**config.mk**
```make
export PLATFORM = sky130hd
export DESIGN_NAME = axi_lite_master_ctrl
export DESIGN_NICKNAME = d
export VERILOG_FILES = /design/src/rtl/axi_lite_master_ctrl_pkg.sv /design/src/rtl/axi_lite_master_ctrl.sv
export SDC_FILE = /design/constraint.sdc
export NUM_CORES = 1
export LEC_CHECK = 0
export BUFFER_PORTS_ARGS = -buffer_cell sky130_fd_sc_hd__buf_2
export CAP_MARGIN = 30
export CORE_AREA = 2 2 117 119
export CTS_BUF_LIST = sky130_fd_sc_hd__clkbuf_4
export DETAILED_ROUTE_END_ITERATION = 10
export DIE_AREA = 0 0 119 121
export PLACE_DENSITY = 0.81
export SLEW_MARGIN = 0
export SYNTH_ARGS = -nofsm -noshare
export SYNTH_HDL_FRONTEND = slang
export SYNTH_SLANG_ARGS = --single-unit
```
**constraint.sdc**
```tcl
create_clock -name ACLK -period 2.3 [get_ports ACLK]
set_input_delay 0.23 -clock ACLK [delete_from_list [all_inputs] [get_ports ACLK]]
set_output_delay 0.23 -clock ACLK [all_outputs]
set_load 0.02 [all_outputs]
```
**src/rtl/axi_lite_master_ctrl_pkg.sv**
```systemverilog
// Shared definitions for the AXI4-Lite master controller: FSM states and response codes.
package axi_lite_master_ctrl_pkg;

  typedef enum logic [2:0] {
    ST_IDLE,
    ST_WR,
    ST_WB,
    ST_RA,
    ST_RD,
    ST_RSP
  } state_t;

  localparam logic [1:0] RESP_OKAY   = 2'b00;
  localparam logic [1:0] RESP_SLVERR = 2'b10;
  localparam logic [1:0] RESP_DECERR = 2'b11;

  function automatic logic is_err(input logic [1:0] resp);
    return resp != RESP_OKAY;
  endfunction

endpackage

```
**src/rtl/axi_lite_master_ctrl.sv**
```systemverilog
// Single-outstanding AXI4-Lite master: turns a valid/ready command stream into AXI4-Lite
// transactions and returns one registered response per command, counting error responses.
module axi_lite_master_ctrl
  import axi_lite_master_ctrl_pkg::*;
#(
  parameter int unsigned DW    = 32,
  parameter int unsigned AW    = 32,
  parameter int unsigned ERR_W = 16
) (
  input  logic            ACLK,
  input  logic            ARESETN,
  input  logic            cmd_valid,
  output logic            cmd_ready,
  input  logic            cmd_write,
  input  logic [AW-1:0]   cmd_addr,
  input  logic [DW-1:0]   cmd_wdata,
  input  logic [DW/8-1:0] cmd_wstrb,
  output logic            rsp_valid,
  input  logic            rsp_ready,
  output logic            rsp_write,
  output logic [DW-1:0]   rsp_rdata,
  output logic [1:0]      rsp_resp,
  output logic [ERR_W-1:0] err_count,
  output logic [AW-1:0]   M_AXIL_AWADDR,
  output logic            M_AXIL_AWVALID,
  input  logic            M_AXIL_AWREADY,
  output logic [DW-1:0]   M_AXIL_WDATA,
  output logic [DW/8-1:0] M_AXIL_WSTRB,
  output logic            M_AXIL_WVALID,
  input  logic            M_AXIL_WREADY,
  input  logic [1:0]      M_AXIL_BRESP,
  input  logic            M_AXIL_BVALID,
  output logic            M_AXIL_BREADY,
  output logic [AW-1:0]   M_AXIL_ARADDR,
  output logic            M_AXIL_ARVALID,
  input  logic            M_AXIL_ARREADY,
  input  logic [DW-1:0]   M_AXIL_RDATA,
  input  logic [1:0]      M_AXIL_RRESP,
  input  logic            M_AXIL_RVALID,
  output logic            M_AXIL_RREADY
);

  state_t r_state, w_state_nxt;
  logic   r_aw_done, r_w_done;
  logic   w_cmd_hs, w_aw_hs, w_w_hs, w_b_hs, w_ar_hs, w_r_hs, w_rsp_hs;
  logic   w_fin;
  logic [1:0] w_fin_resp;

  assign w_cmd_hs  = cmd_valid && cmd_ready;
  assign w_aw_hs   = M_AXIL_AWVALID && M_AXIL_AWREADY;
  assign w_w_hs    = M_AXIL_WVALID && M_AXIL_WREADY;
  assign w_b_hs    = M_AXIL_BVALID && M_AXIL_BREADY;
  assign w_ar_hs   = M_AXIL_ARVALID && M_AXIL_ARREADY;
  assign w_r_hs    = M_AXIL_RVALID && M_AXIL_RREADY;
  assign w_rsp_hs  = rsp_valid && rsp_ready;

  // Write and read completion share one response-loading path.
  assign w_fin      = ((r_state == ST_WB) && w_b_hs) || ((r_state == ST_RD) && w_r_hs);
  assign w_fin_resp = (r_state == ST_WB) ? M_AXIL_BRESP : M_AXIL_RRESP;

  always_comb begin
    w_state_nxt = r_state;
    case (r_state)
      ST_IDLE: if (w_cmd_hs) w_state_nxt = cmd_write ? ST_WR : ST_RA;
      ST_WR:   if (r_aw_done && r_w_done) w_state_nxt = ST_WB;
      ST_WB:   if (w_b_hs) w_state_nxt = ST_RSP;
      ST_RA:   if (w_ar_hs) w_state_nxt = ST_RD;
      ST_RD:   if (w_r_hs) w_state_nxt = ST_RSP;
      ST_RSP:  if (w_rsp_hs) w_state_nxt = ST_IDLE;
      default: w_state_nxt = ST_IDLE;
    endcase
  end

  always_ff @(posedge ACLK or negedge ARESETN) begin
    if (!ARESETN) r_state <= ST_IDLE;
    else          r_state <= w_state_nxt;
  end

  always_ff @(posedge ACLK or negedge ARESETN) begin
    if (!ARESETN) begin
      cmd_ready      <= 1'b1;
      rsp_valid      <= 1'b0;
      rsp_write      <= 1'b0;
      rsp_rdata      <= '0;
      rsp_resp       <= RESP_OKAY;
      err_count      <= '0;
      M_AXIL_AWADDR  <= '0;
      M_AXIL_AWVALID <= 1'b0;
      M_AXIL_WDATA   <= '0;
      M_AXIL_WSTRB   <= '0;
      M_AXIL_WVALID  <= 1'b0;
      M_AXIL_BREADY  <= 1'b0;
      M_AXIL_ARADDR  <= '0;
      M_AXIL_ARVALID <= 1'b0;
      M_AXIL_RREADY  <= 1'b0;
      r_aw_done      <= 1'b0;
      r_w_done       <= 1'b0;
    end else begin
      case (r_state)
        ST_IDLE: begin
          if (w_cmd_hs) begin
            cmd_ready <= 1'b0;
            if (cmd_write) begin
              M_AXIL_AWADDR  <= cmd_addr;
              M_AXIL_WDATA   <= cmd_wdata;
              M_AXIL_WSTRB   <= cmd_wstrb;
              M_AXIL_AWVALID <= 1'b1;
              M_AXIL_WVALID  <= 1'b1;
              r_aw_done      <= 1'b0;
              r_w_done       <= 1'b0;
            end else begin
              M_AXIL_ARADDR  <= cmd_addr;
              M_AXIL_ARVALID <= 1'b1;
            end
          end
        end
        ST_WR: begin
          if (w_aw_hs) begin
            M_AXIL_AWVALID <= 1'b0;
            r_aw_done      <= 1'b1;
          end
          if (w_w_hs) begin
            M_AXIL_WVALID <= 1'b0;
            r_w_done      <= 1'b1;
          end
          if (r_aw_done && r_w_done) M_AXIL_BREADY <= 1'b1;
        end
        ST_WB: if (w_b_hs) M_AXIL_BREADY <= 1'b0;
        ST_RA: begin
          if (w_ar_hs) begin
            M_AXIL_ARVALID <= 1'b0;
            M_AXIL_RREADY  <= 1'b1;
          end
        end
        ST_RD: if (w_r_hs) M_AXIL_RREADY <= 1'b0;
        ST_RSP: begin
          if (w_rsp_hs) begin
            rsp_valid <= 1'b0;
            cmd_ready <= 1'b1;
          end
        end
        default: ;
      endcase

      if (w_fin) begin
        rsp_valid <= 1'b1;
        rsp_resp  <= w_fin_resp;
        rsp_write <= (r_state == ST_WB);
        rsp_rdata <= (r_state == ST_WB) ? '0 : M_AXIL_RDATA;
        if (is_err(w_fin_resp) && (err_count != '1)) err_count <= err_count + ERR_W'(1);
      end
    end
  end

endmodule
```
==> results of run 1 <==
-- how the worst max path moves through the flow --
stage               slack, ns                             to                     start
global placement         0.42   M_AXIL_ARADDR[9]$_DFFE_PN0P_    r_state[2]$_DFFE_PN0P_
finish                   0.22        rsp_resp[0]$_DFFE_PN0P_    r_state[1]$_DFFE_PN0P_
global route             0.11        rsp_resp[0]$_DFFE_PN0P_    r_state[1]$_DFFE_PN0P_
detailed placement       0.31  M_AXIL_ARADDR[11]$_DFFE_PN0P_    r_state[2]$_DFFE_PN0P_
CTS                      0.29  M_AXIL_ARADDR[11]$_DFFE_PN0P_    r_state[2]$_DFFE_PN0P_
floorplan                0.34       err_count[1]$_DFFE_PN0P_  err_count[8]$_DFFE_PN0P_
-- kinds of logic (layout without fill, tap and decap cells) --
family	Yosys count	after routing
other	0	2
buffers and inverters	26	433
adder cells (fa/ha/maj)	1	1
AND/OR/NAND/NOR	78	78
multiplexers	104	104
flip-flops	163	163
XOR/XNOR	14	14
AO/OA/AOI/OAI	60	60
-- Yosys cell counts (2+ instances only) --
library cell	count
nand4_1	3
buf_2	4
a31oi_1	3
nor2b_1	4
nor4_1	5
xor2_1	8
a21oi_1	3
nor3_1	3
dfrtp_1	162
mux2i_1	2
mux2_1	2
nor2_1	16
o21ai_0	8
nand2_1	25
and3_1	2
a21o_1	2
and4_1	2
o21a_1	2
mux2_2	100
inv_1	4
a22o_1	32
o21ai_1	3
clkbuf_1	16
nand3_1	10
xnor2_1	6
or3_1	2
-- per-layer routing --
metal	track usage	wire length, µm	vias to the layer above
li1	-	-	2400
met1	0.287	6620	2612
met2	0.454	9500	268
met3	0.0785	1490	43
met4	0.113	455	0
met5	0	0	-
-- worst reg2reg max path: cells and delay by family (launching register included) --
| family | cells | cell delay, ns |
|---|---|---|
| AND/OR/NAND/NOR | 1 | 0.32 |
| flip-flops | 1 | 0.38 |
| multiplexers | 1 | 0.17 |
| AO/OA/AOI/OAI | 1 | 0.07 |
| buffers and inverters | 3 | 1.02 |
-- repair_timing --
item                                   in CTS  in global routing
gates resized for setup                     0                  0
endpoints found under the hold margin     199                  0
hold buffers                              111                  0
-- where the power goes --
| group | total [mW] | switching (mW) | internal [mW] |
|---|---|---|---|
| sequential | 2.87 | 0 | 2.87 |
| combinational | 0.336 | 0.134 | 0.202 |
| clock | 2.01 | 0.998 | 1.01 |
| total | 5.21 | 1.13 | 4.08 |
-- sequential cells by signal, summed over array words and instances, names as in the netlist, 2 cells and up --
name,count
M_AXIL_WDATA,32
r_state,3
rsp_rdata,32
M_AXIL_ARADDR,32
M_AXIL_WSTRB,4
rsp_resp,2
M_AXIL_AWADDR,32
err_count,16
-- layout make-up --
class                   instances  share of cell area
diodes                          2            0.000527
clock buffers                  20              0.0158
clock inverters                12              0.0216
inverters                       4             0.00158
multi-input cells             257               0.231
flip-flops and latches        163               0.430
well taps                     176              0.0232
repair buffers                397               0.276
-- cells in the final DEF, fill, tap and decap left out, drive strengths merged, types with 2 or more instances in the layout --
master,instances
a21o,2
a21oi,3
a22o,32
a31oi,3
and3,2
and4,2
buf,286
bufinv,5
clkbuf,20
clkinvlp,5
dfrtp,162
diode,2
dlygate4sd3,111
inv,5
mux2,102
mux2i,2
nand2,25
nand3,10
nand4,3
nor2,16
nor2b,4
nor3,4
nor4,6
o21a,2
o21ai,11
or3,2
xnor2,6
xor2,8
-- metrics by stage --
step	utilization	hold slack (ns)	cells	area, µm²
detailed placement	0.613	0.230	886	8030
floorplan	-	-0.0656	446	6360
finish	0.726	0.118	1031	9500
global route	0.726	0.0855	1030	9490
CTS	0.725	0.0580	1029	9490
global placement	0.613	0.221	886	8030
==> impl_summary.txt, run 1 <==
----------------------------------------------------
[Route]
  Routed wire per std cell ... 17.5 µm
  Number of DRC markers after the initial detailed-route iteration ... 310
  Routed WL ... around 18 mm
  Detailed Routing Iterations Pass 1 ... 4
  Antenna violation net count after detailed routing ... 0
  Residual DRC count ... 0
  Via count ... approximately 5.3k
  Routed vias/inst ... around 5.2

[Floorplan]
  Die area ... about 14000 µm²
  Die Height ... between 100 and 150 µm
  # IOs ... between 200 and 300
  Standard-cell row count ... 42
  Width of the die ... ~120 µm
  Core outline area ... 13100 µm²
  Starting Density ... 0.486

[Logic synthesis]
  Top cell type's share of synthesized area ... 0.637
  Share of synthesized area occupied by flip-flops and latches ... 0.641
  Post-synthesis register bit count ... 163
  Largest family of logic cells by synthesized area ... multiplexers
  Xor and xnor fraction of the mapped netlist area ... 0.0193
  Compound-gate portion of the synthesized area ... 0.0734
  Async set or reset register ratio after synthesis ... 1.00
  Number of flops mapped to enable cells by yosys ... 0
  Library cells used by synthesis ... 43
  Post-synth top area cell ... dfrtp_1
  Netlist area before placement ... 6360 µm²
  Basic-gate share of the synthesized area counting and, or, nand and nor cells ... 0.0624
  Most common flop cell mapped by yosys ... dfrtp_1
  Avg Inst Size Synth ... ~14 µm²
  Synth area leaders ... dfrtp_1 64%, mux2_2 18%, a22o_1 4.4%, nand2_1 1.5%, xor2_1 1.1%
  Warnings from Yosys ... 0
  Syn Nets ... about 560
  Post-Synth Adder-Cell Area ... 0.00197
  Post-synthesis mux area share ... 0.184
  Cell count after synthesis ... about 450

[Clock network]
  CTS tree ... built
  Cell at the root of the clock tree ... clkbuf_4
  Clock Sinks ... between 150 and 200
  Worst skew pair latency ... 0.55 ns
  Setup fix buffers added after clock tree synthesis ... 0
  Clock transition at the register clock pins on the worst setup and hold paths after CTS ... between 0.1 and 0.15 ns
  Max clock buf depth ... 2
  Htree depth ... 4
  CTS Buf Count ... 17

[Global routing]
  Total grt overflow ... 0
  Largest net degree at the start of global routing ... 73
  Initial antenna violation count ... 1
  Global-route wire length before repair ... ~29 mm
  Number of global-route vias before repair ... approximately 5.7k
  GR Util All Layers ... 0.257

[Setup path]
  Setup crit start kind ... flop
  FF-to-FF setup slack ... approximately 0.22 ns
  Arrival @ worst endpoint ... roughly 2.5 ns
  Worst Path Max Fanout ... 19
  Total stage count of the critical path ... 6
  Crit Path Category ... flop to flop
  Crit. End Element ... flop
  Worst r2r src ... r_state[1]$_DFFE_PN0P_
  Highest cell delay on the worst timing path ... between 0.5 and 0.6 ns
  Number of buffer and inverter stages on the critical path ... 3
  Cell type of the slowest stage on the worst timing path ... dlygate4sd3_1
  Reg2Reg Depth ... 6
  Kind of cell adding the most delay to the critical path ... buffers and inverters
  CP most frequent cell ... buf_4
  Endpoint of the worst-slack reg-to-reg timing path ... rsp_resp[0]$_DFFE_PN0P_
  Critical Path, Cell by Cell ... buf_4 > nor3b_1 > buf_4 > mux2i_1 > dlygate4sd3_1 > o21ai_1
  Data required time of the worst path ... 2.74 ns

[Cells and area]
  Filler instances ... 804
  Sequential cell area ... approximately 4100 µm²
  Final-stage net count ... between 900 and 1k
  Layout cells sized above 1 ... 0.501
  Combined area of the multi-input logic cells ... 2200 µm²
  Area added between synthesis and finish ... 49.3%

[Placement]
  Worst setup slack before clock tree synthesis ... around 0.31 ns
  IO buf count ... about 270
  HPWL after DPL ... about 11 mm
  Routability Congestion ... between 0.8 and 0.9

[Timing]
  Achievable clock frequency ... between 0.4 and 0.5 GHz
  Final setup margin ... between 0.2 and 0.25 ns
  Final setup violation count ... 0
  Headroom to the max-slew limit ... 0.621
  RSZ-0062 raised after global routing ... no
  Total negative slack ... 0 ns
  Final Max Tran Viols ... 0
  Worst-margin pin slew ... 0.569 ns
  Final critical delay including setup and external delays ... slightly above 2 ns
  Final cycle utilization of the critical path ... 0.904
  Worst Clk Skew ... 0.0120 ns
  Number of hold violations in the final report ... 0

[Run]
  Count of max-cap constraint violations ... 0

[Worst hold path]
  Type of the tightest min-delay check ... primary input to flop
  Number of cells on the worst hold path ... 4
  Hold path startpoint ... cmd_write
  Worst hold path endpoint ... r_state[1]$_DFFE_PN0P_

[Pwr]
  Overall power after layout ... around 5.2 mW
  Power density of the placed cells ... about 550 nW/µm²
  Worst-case vdd ir drop ... 0.464 mV
  Lkg Pwr ... between 5 and 6 nW

[Status]
  Outcome ... completed

----------------------------------------------------
Note: power is estimated with default switching activity, not from simulation.
==> run 2, diff against run 1 <==
Settings changed: REMOVE_ABC_BUFFERS set to 1.
==> impl_summary.txt, run 2 (synthesis results as in run 1) <==
----------------------------------------------------
[Status]
  Outcome ... completed

[Clock network]
  Setup fix buffers added after clock tree synthesis ... 0
  Worst skew pair latency ... 0.55 ns
  Clock transition at the register clock pins on the worst setup and hold paths after CTS ... between 0.1 and 0.15 ns
  Clock Sinks ... around 160
  Htree depth ... 4
  Cell at the root of the clock tree ... clkbuf_4
  Max clock buf depth ... 2
  CTS Buf Count ... 17
  CTS tree ... built

[Placement]
  Worst setup slack before clock tree synthesis ... approximately 0.26 ns
  HPWL after DPL ... approximately 12 mm
  IO buf count ... 271
  Routability Congestion ... between 0.8 and 0.9

[Setup path]
  Critical Path, Cell by Cell ... nand3_1 > or3_1 > o32ai_2 > buf_4 > mux2_1
  Number of buffer and inverter stages on the critical path ... 1
  Worst Path Max Fanout ... 8
  Setup crit start kind ... flop
  Kind of cell adding the most delay to the critical path ... simple AND/OR/NAND/NOR gates
  Data required time of the worst path ... approximately 2.7 ns
  Crit. End Element ... flop
  Arrival @ worst endpoint ... 2.48 ns
  Crit Path Category ... flop to flop
  Cell type of the slowest stage on the worst timing path ... dfrtp_1
  Highest cell delay on the worst timing path ... between 0.4 and 0.5 ns

[Route]
  Antenna violation net count after detailed routing ... 0
  Routed vias/inst ... 5.28
  Routed wire per std cell ... roughly 19 µm
  Via count ... about 5.4k
  Routed WL ... 19.4 mm
  Residual DRC count ... 0
  Detailed Routing Iterations Pass 1 ... 4
  Number of DRC markers after the initial detailed-route iteration ... between 200 and 250

[Floorplan]
  # IOs ... 272
  Die area ... 14400 µm²
  Core outline area ... ~13000 µm²
  Starting Density ... 0.486
  Standard-cell row count ... 42
  Width of the die ... around 120 µm
  Die Height ... ~120 µm

[Timing]
  Number of hold violations in the final report ... 0
  Worst-margin pin slew ... 0.719 ns
  Worst Clk Skew ... 0.0221 ns
  Achievable clock frequency ... 0.487 GHz
  Final setup violation count ... 0
  Final cycle utilization of the critical path ... 0.892
  Final Max Tran Viols ... 0
  Worst hold margin ... about 0.13 ns
  RSZ-0062 raised after global routing ... no
  Final setup margin ... between 0.2 and 0.25 ns
  Final critical delay including setup and external delays ... ~2 ns
  Headroom to the max-slew limit ... 0.521
  Total negative slack ... 0 ns

[Global routing]
  Largest net degree at the start of global routing ... 76
  Number of global-route vias before repair ... 5882
  Total grt overflow ... 0
  GR Util All Layers ... 0.278
  Global-route wire length before repair ... 30.7 mm
  Initial antenna violation count ... 2

[Cells and area]
  Layout cells sized above 1 ... 0.497
  Final Util ... 0.715
  Area added between synthesis and finish ... 47.1%
  Final-stage net count ... ~950
  Top library cells by usage in the layout, fill and taps aside ... 270 x buf_2, 162 x dfrtp_1, 111 x dlygate4sd3_1
  Filler instances ... 822
  Commonest non-fill, non-tap cell in the layout ... buf_2

[Run]
  Count of max-cap constraint violations ... 0

[Pwr]
  Worst-case vdd ir drop ... 0.353 mV
  Lkg Pwr ... approximately 5.3 nW
  Overall power after layout ... 4.69 mW
  Power density of the placed cells ... 501 nW/µm²

[Worst hold path]
  Type of the tightest min-delay check ... primary input to flop

----------------------------------------------------
==> run 2: changes by cell type in the layout (fill, tap and decap cells not counted), sizes merged <==
cell / delta
clkbuf: +3
bufinv: -5
clkinv: +2
buf: -2
==> run 2: tightest hold or removal path: cells and delay by family <==
kind / cells / cell delay, ns
buf+inv: 1 / 0.16
compound gates: 1 / 0.07
simple gates: 2 / 0.16
==> run 2: repair_timing <==
action                                 4_1_cts  5_1_grt
endpoints found under the hold margin      212        0
hold buffers                               111        0
gates resized for setup                      0        0
==> run 2: per-stage QoR <==
| stage | cell area (µm²) | std cells |
|---|---|---|
| global placement | 8010 | 884 |
| detailed placement | 8010 | 884 |
| finish | 9360 | 1029 |
| floorplan | 6260 | 424 |
| CTS | 9350 | 1027 |
| global route | 9360 | 1029 |
==> run 2: final timing paths <==
kind	startpoint	end	slack, ns	cells after the start
setup / recovery	err_count[8]$_DFFE_PN0P_	err_count[1]$_DFFE_PN0P_	0.25	5
hold / removal	cmd_write	r_state[1]$_DFFE_PN0P_	0.13	4
setup reg to reg	err_count[8]$_DFFE_PN0P_	err_count[1]$_DFFE_PN0P_	0.25	5
hold reg to reg	err_count[4]$_DFFE_PN0P_	err_count[4]$_DFFE_PN0P_	0.49	1
max in group asynchronous	ARESETN	M_AXIL_WSTRB[0]$_DFFE_PN0P_	1.27	3
min in group asynchronous	ARESETN	M_AXIL_AWADDR[27]$_DFFE_PN0P_	0.28	2
==> run 2: layout make-up <==
cell class                 count  area [µm²]  share of cell area
antenna                        2        5.00            0.000535
clock buffer                  23         173              0.0185
clock inverter                 9        58.8             0.00628
inverter                       4        15.0             0.00160
multi-input combinational    257        2200               0.235
sequential                   163        4080               0.436
tap                          176         220              0.0235
timing repair buffer         395        2610               0.279
==> run 2: layer usage <==
metal  wire [µm]  global-route usage
met1        7180               0.316
met2       10000               0.474
met3        1470              0.0865
met4         765               0.141
met5           0                   0
==> run 2: where the power goes <==
part / internal [mW] / switching [mW]
registers: 2.87 / 0
logic: 0.202 / 0.137
clock network: 0.493 / 0.993
total: 3.56 / 1.13
==> run 3, diff against run 2 <==
Settings changed: PLACE_DENSITY 0.81 to 0.83.
==> impl_summary.txt, run 3 (synthesis results as in run 1) <==
----------------------------------------------------
[Status]
  Outcome ... completed

[Route]
  Routed WL ... a little under 20 mm
  Number of DRC markers after the initial detailed-route iteration ... 286
  Routed wire per std cell ... 18.7 µm
  Via count ... roughly 5.4k
  Detailed Routing Iterations Pass 1 ... 4
  Antenna violation net count after detailed routing ... 0
  Routed vias/inst ... 5.22
  Residual DRC count ... 0

[Timing]
  RSZ-0062 raised after global routing ... no
  Final Max Tran Viols ... 0
  Headroom to the max-slew limit ... 0.638
  Final setup violation count ... 0
  Number of hold violations in the final report ... 0
  Worst hold margin ... ~0.15 ns
  Final critical delay including setup and external delays ... 2.03 ns
  Final cycle utilization of the critical path ... 0.884
  Worst-margin pin slew ... 0.543 ns
  Achievable clock frequency ... slightly below 0.5 GHz
  Total negative slack ... 0 ns
  Worst Clk Skew ... ~0.026 ns
  Final setup margin ... about 0.27 ns

[Cells and area]
  Filler instances ... between 800 and 900
  Area added between synthesis and finish ... 48.6%
  Layout cells sized above 1 ... 0.497
  Top library cells by usage in the layout, fill and taps aside ... 270 x buf_2, 162 x dfrtp_1, 111 x dlygate4sd3_1
  Sequential cell area ... slightly above 4000 µm²
  Final Instance Area ... roughly 9500 µm²
  Final-stage net count ... 953
  Final Util ... 0.723
  Combined area of the multi-input logic cells ... 2200 µm²
  Final std cells w/o fill ... around 1k
  Commonest non-fill, non-tap cell in the layout ... buf_2

[Global routing]
  Global-route wire length before repair ... 30.1 mm
  Initial antenna violation count ... 2
  Total grt overflow ... 0
  Number of global-route vias before repair ... slightly below 6k
  GR Util All Layers ... 0.272
  Largest net degree at the start of global routing ... 73

[Setup path]
  Crit Path Category ... flop to flop
  Setup crit start kind ... flop
  Highest cell delay on the worst timing path ... between 0.4 and 0.5 ns
  Arrival @ worst endpoint ... roughly 2.5 ns
  Data required time of the worst path ... between 2 and 3 ns
  Worst Path Max Fanout ... 10
  Critical Path, Cell by Cell ... nand3_1 > or3_1 > o32ai_2 > buf_4 > mux2_1
  FF-to-FF setup slack ... approximately 0.27 ns
  Cell type of the slowest stage on the worst timing path ... dfrtp_1
  Crit. End Element ... flop

[Clock network]
  CTS tree ... built
  Max clock buf depth ... 2
  CTS Buf Count ... 17
  Cell at the root of the clock tree ... clkbuf_4
  Clock Sinks ... roughly 160
  Post-cts sizing count ... 0
  Worst skew pair latency ... 0.55 ns
  Htree depth ... 4
  Clock transition at the register clock pins on the worst setup and hold paths after CTS ... ~0.13 ns

[Pwr]
  Lkg Pwr ... 5.31 nW
  Overall power after layout ... just over 5 mW
  Power density of the placed cells ... roughly 540 nW/µm²
  Worst-case vdd ir drop ... around 0.43 mV

[Worst hold path]
  Type of the tightest min-delay check ... primary input to flop

[Floorplan]
  Width of the die ... 119 µm
  Die Height ... around 120 µm
  # IOs ... approximately 270
  Standard-cell row count ... 42
  Die area ... approximately 14000 µm²
  Starting Density ... 0.486
  Core outline area ... around 13000 µm²

[Placement]
  Worst setup slack before clock tree synthesis ... approximately 0.31 ns
  HPWL after DPL ... 11.6 mm
  Post-detailed-placement cell area ... 8020 µm²
  IO buf count ... around 270
  Routability Congestion ... ~0.83
  Number of placed instances with taps included ... 884

[Run]
  Count of max-cap constraint violations ... 0

----------------------------------------------------
## run 3: cell types whose count changed in the layout (fill, tap and decap cells not counted), sizes merged
cell / previous run / this run
bufinv: 0 / 4
clkbuf: 23 / 17
clkinv: 3 / 8
clkinvlp: 5 / 2
## run 3: critical path, delay by kind of cell, from the launching register on
family	cells	cell delay (ns)
buffers and inverters	1	0.22
multiplexers	1	0.33
flip-flops	1	0.46
AND/OR/NAND/NOR	2	0.58
AO/OA/AOI/OAI	1	0.33
## run 3: final timing paths
kind / start / depth (start not counted) / end
min reg2reg: rsp_resp[0]$_DFFE_PN0P_ / 2 / rsp_resp[0]$_DFFE_PN0P_
max: err_count[8]$_DFFE_PN0P_ / 5 / err_count[1]$_DFFE_PN0P_
max reg2reg: err_count[8]$_DFFE_PN0P_ / 5 / err_count[1]$_DFFE_PN0P_
min in group asynchronous: ARESETN / 2 / M_AXIL_WDATA[20]$_DFFE_PN0P_
max in group asynchronous: ARESETN / 3 / M_AXIL_AWADDR[1]$_DFFE_PN0P_
min: cmd_write / 4 / r_state[1]$_DFFE_PN0P_
## run 3: layer usage
layer  track usage  up-vias  part of all wire
li1              -     2393                 -
met1         0.308     2681              0.38
met2         0.481      244              0.52
met3        0.0761       50             0.064
met4         0.121        0             0.031
met5             0        -                 0
## run 3: where the power goes
group          internal (mW)  leakage (nW)  switching (mW)
Combinational          0.202          2.88           0.133
Clock                  0.853         0.167            1.01
Sequential              2.87          2.26               0
## run 3: layout make-up
type | instances | area share
diodes | 2 | 0.000529
flip-flops and latches | 163 | 0.432
multi-input cells | 257 | 0.232
clock inverters | 15 | 0.0200
repair buffers | 395 | 0.277
clock buffers | 17 | 0.0135
well taps | 176 | 0.0233
inverters | 4 | 0.00159
## run 3: timing repair
action / in CTS / in global routing
hold buffers: 111 / 0
buffers inserted: 0 / 0
hold endpoints to repair: 197 / 0
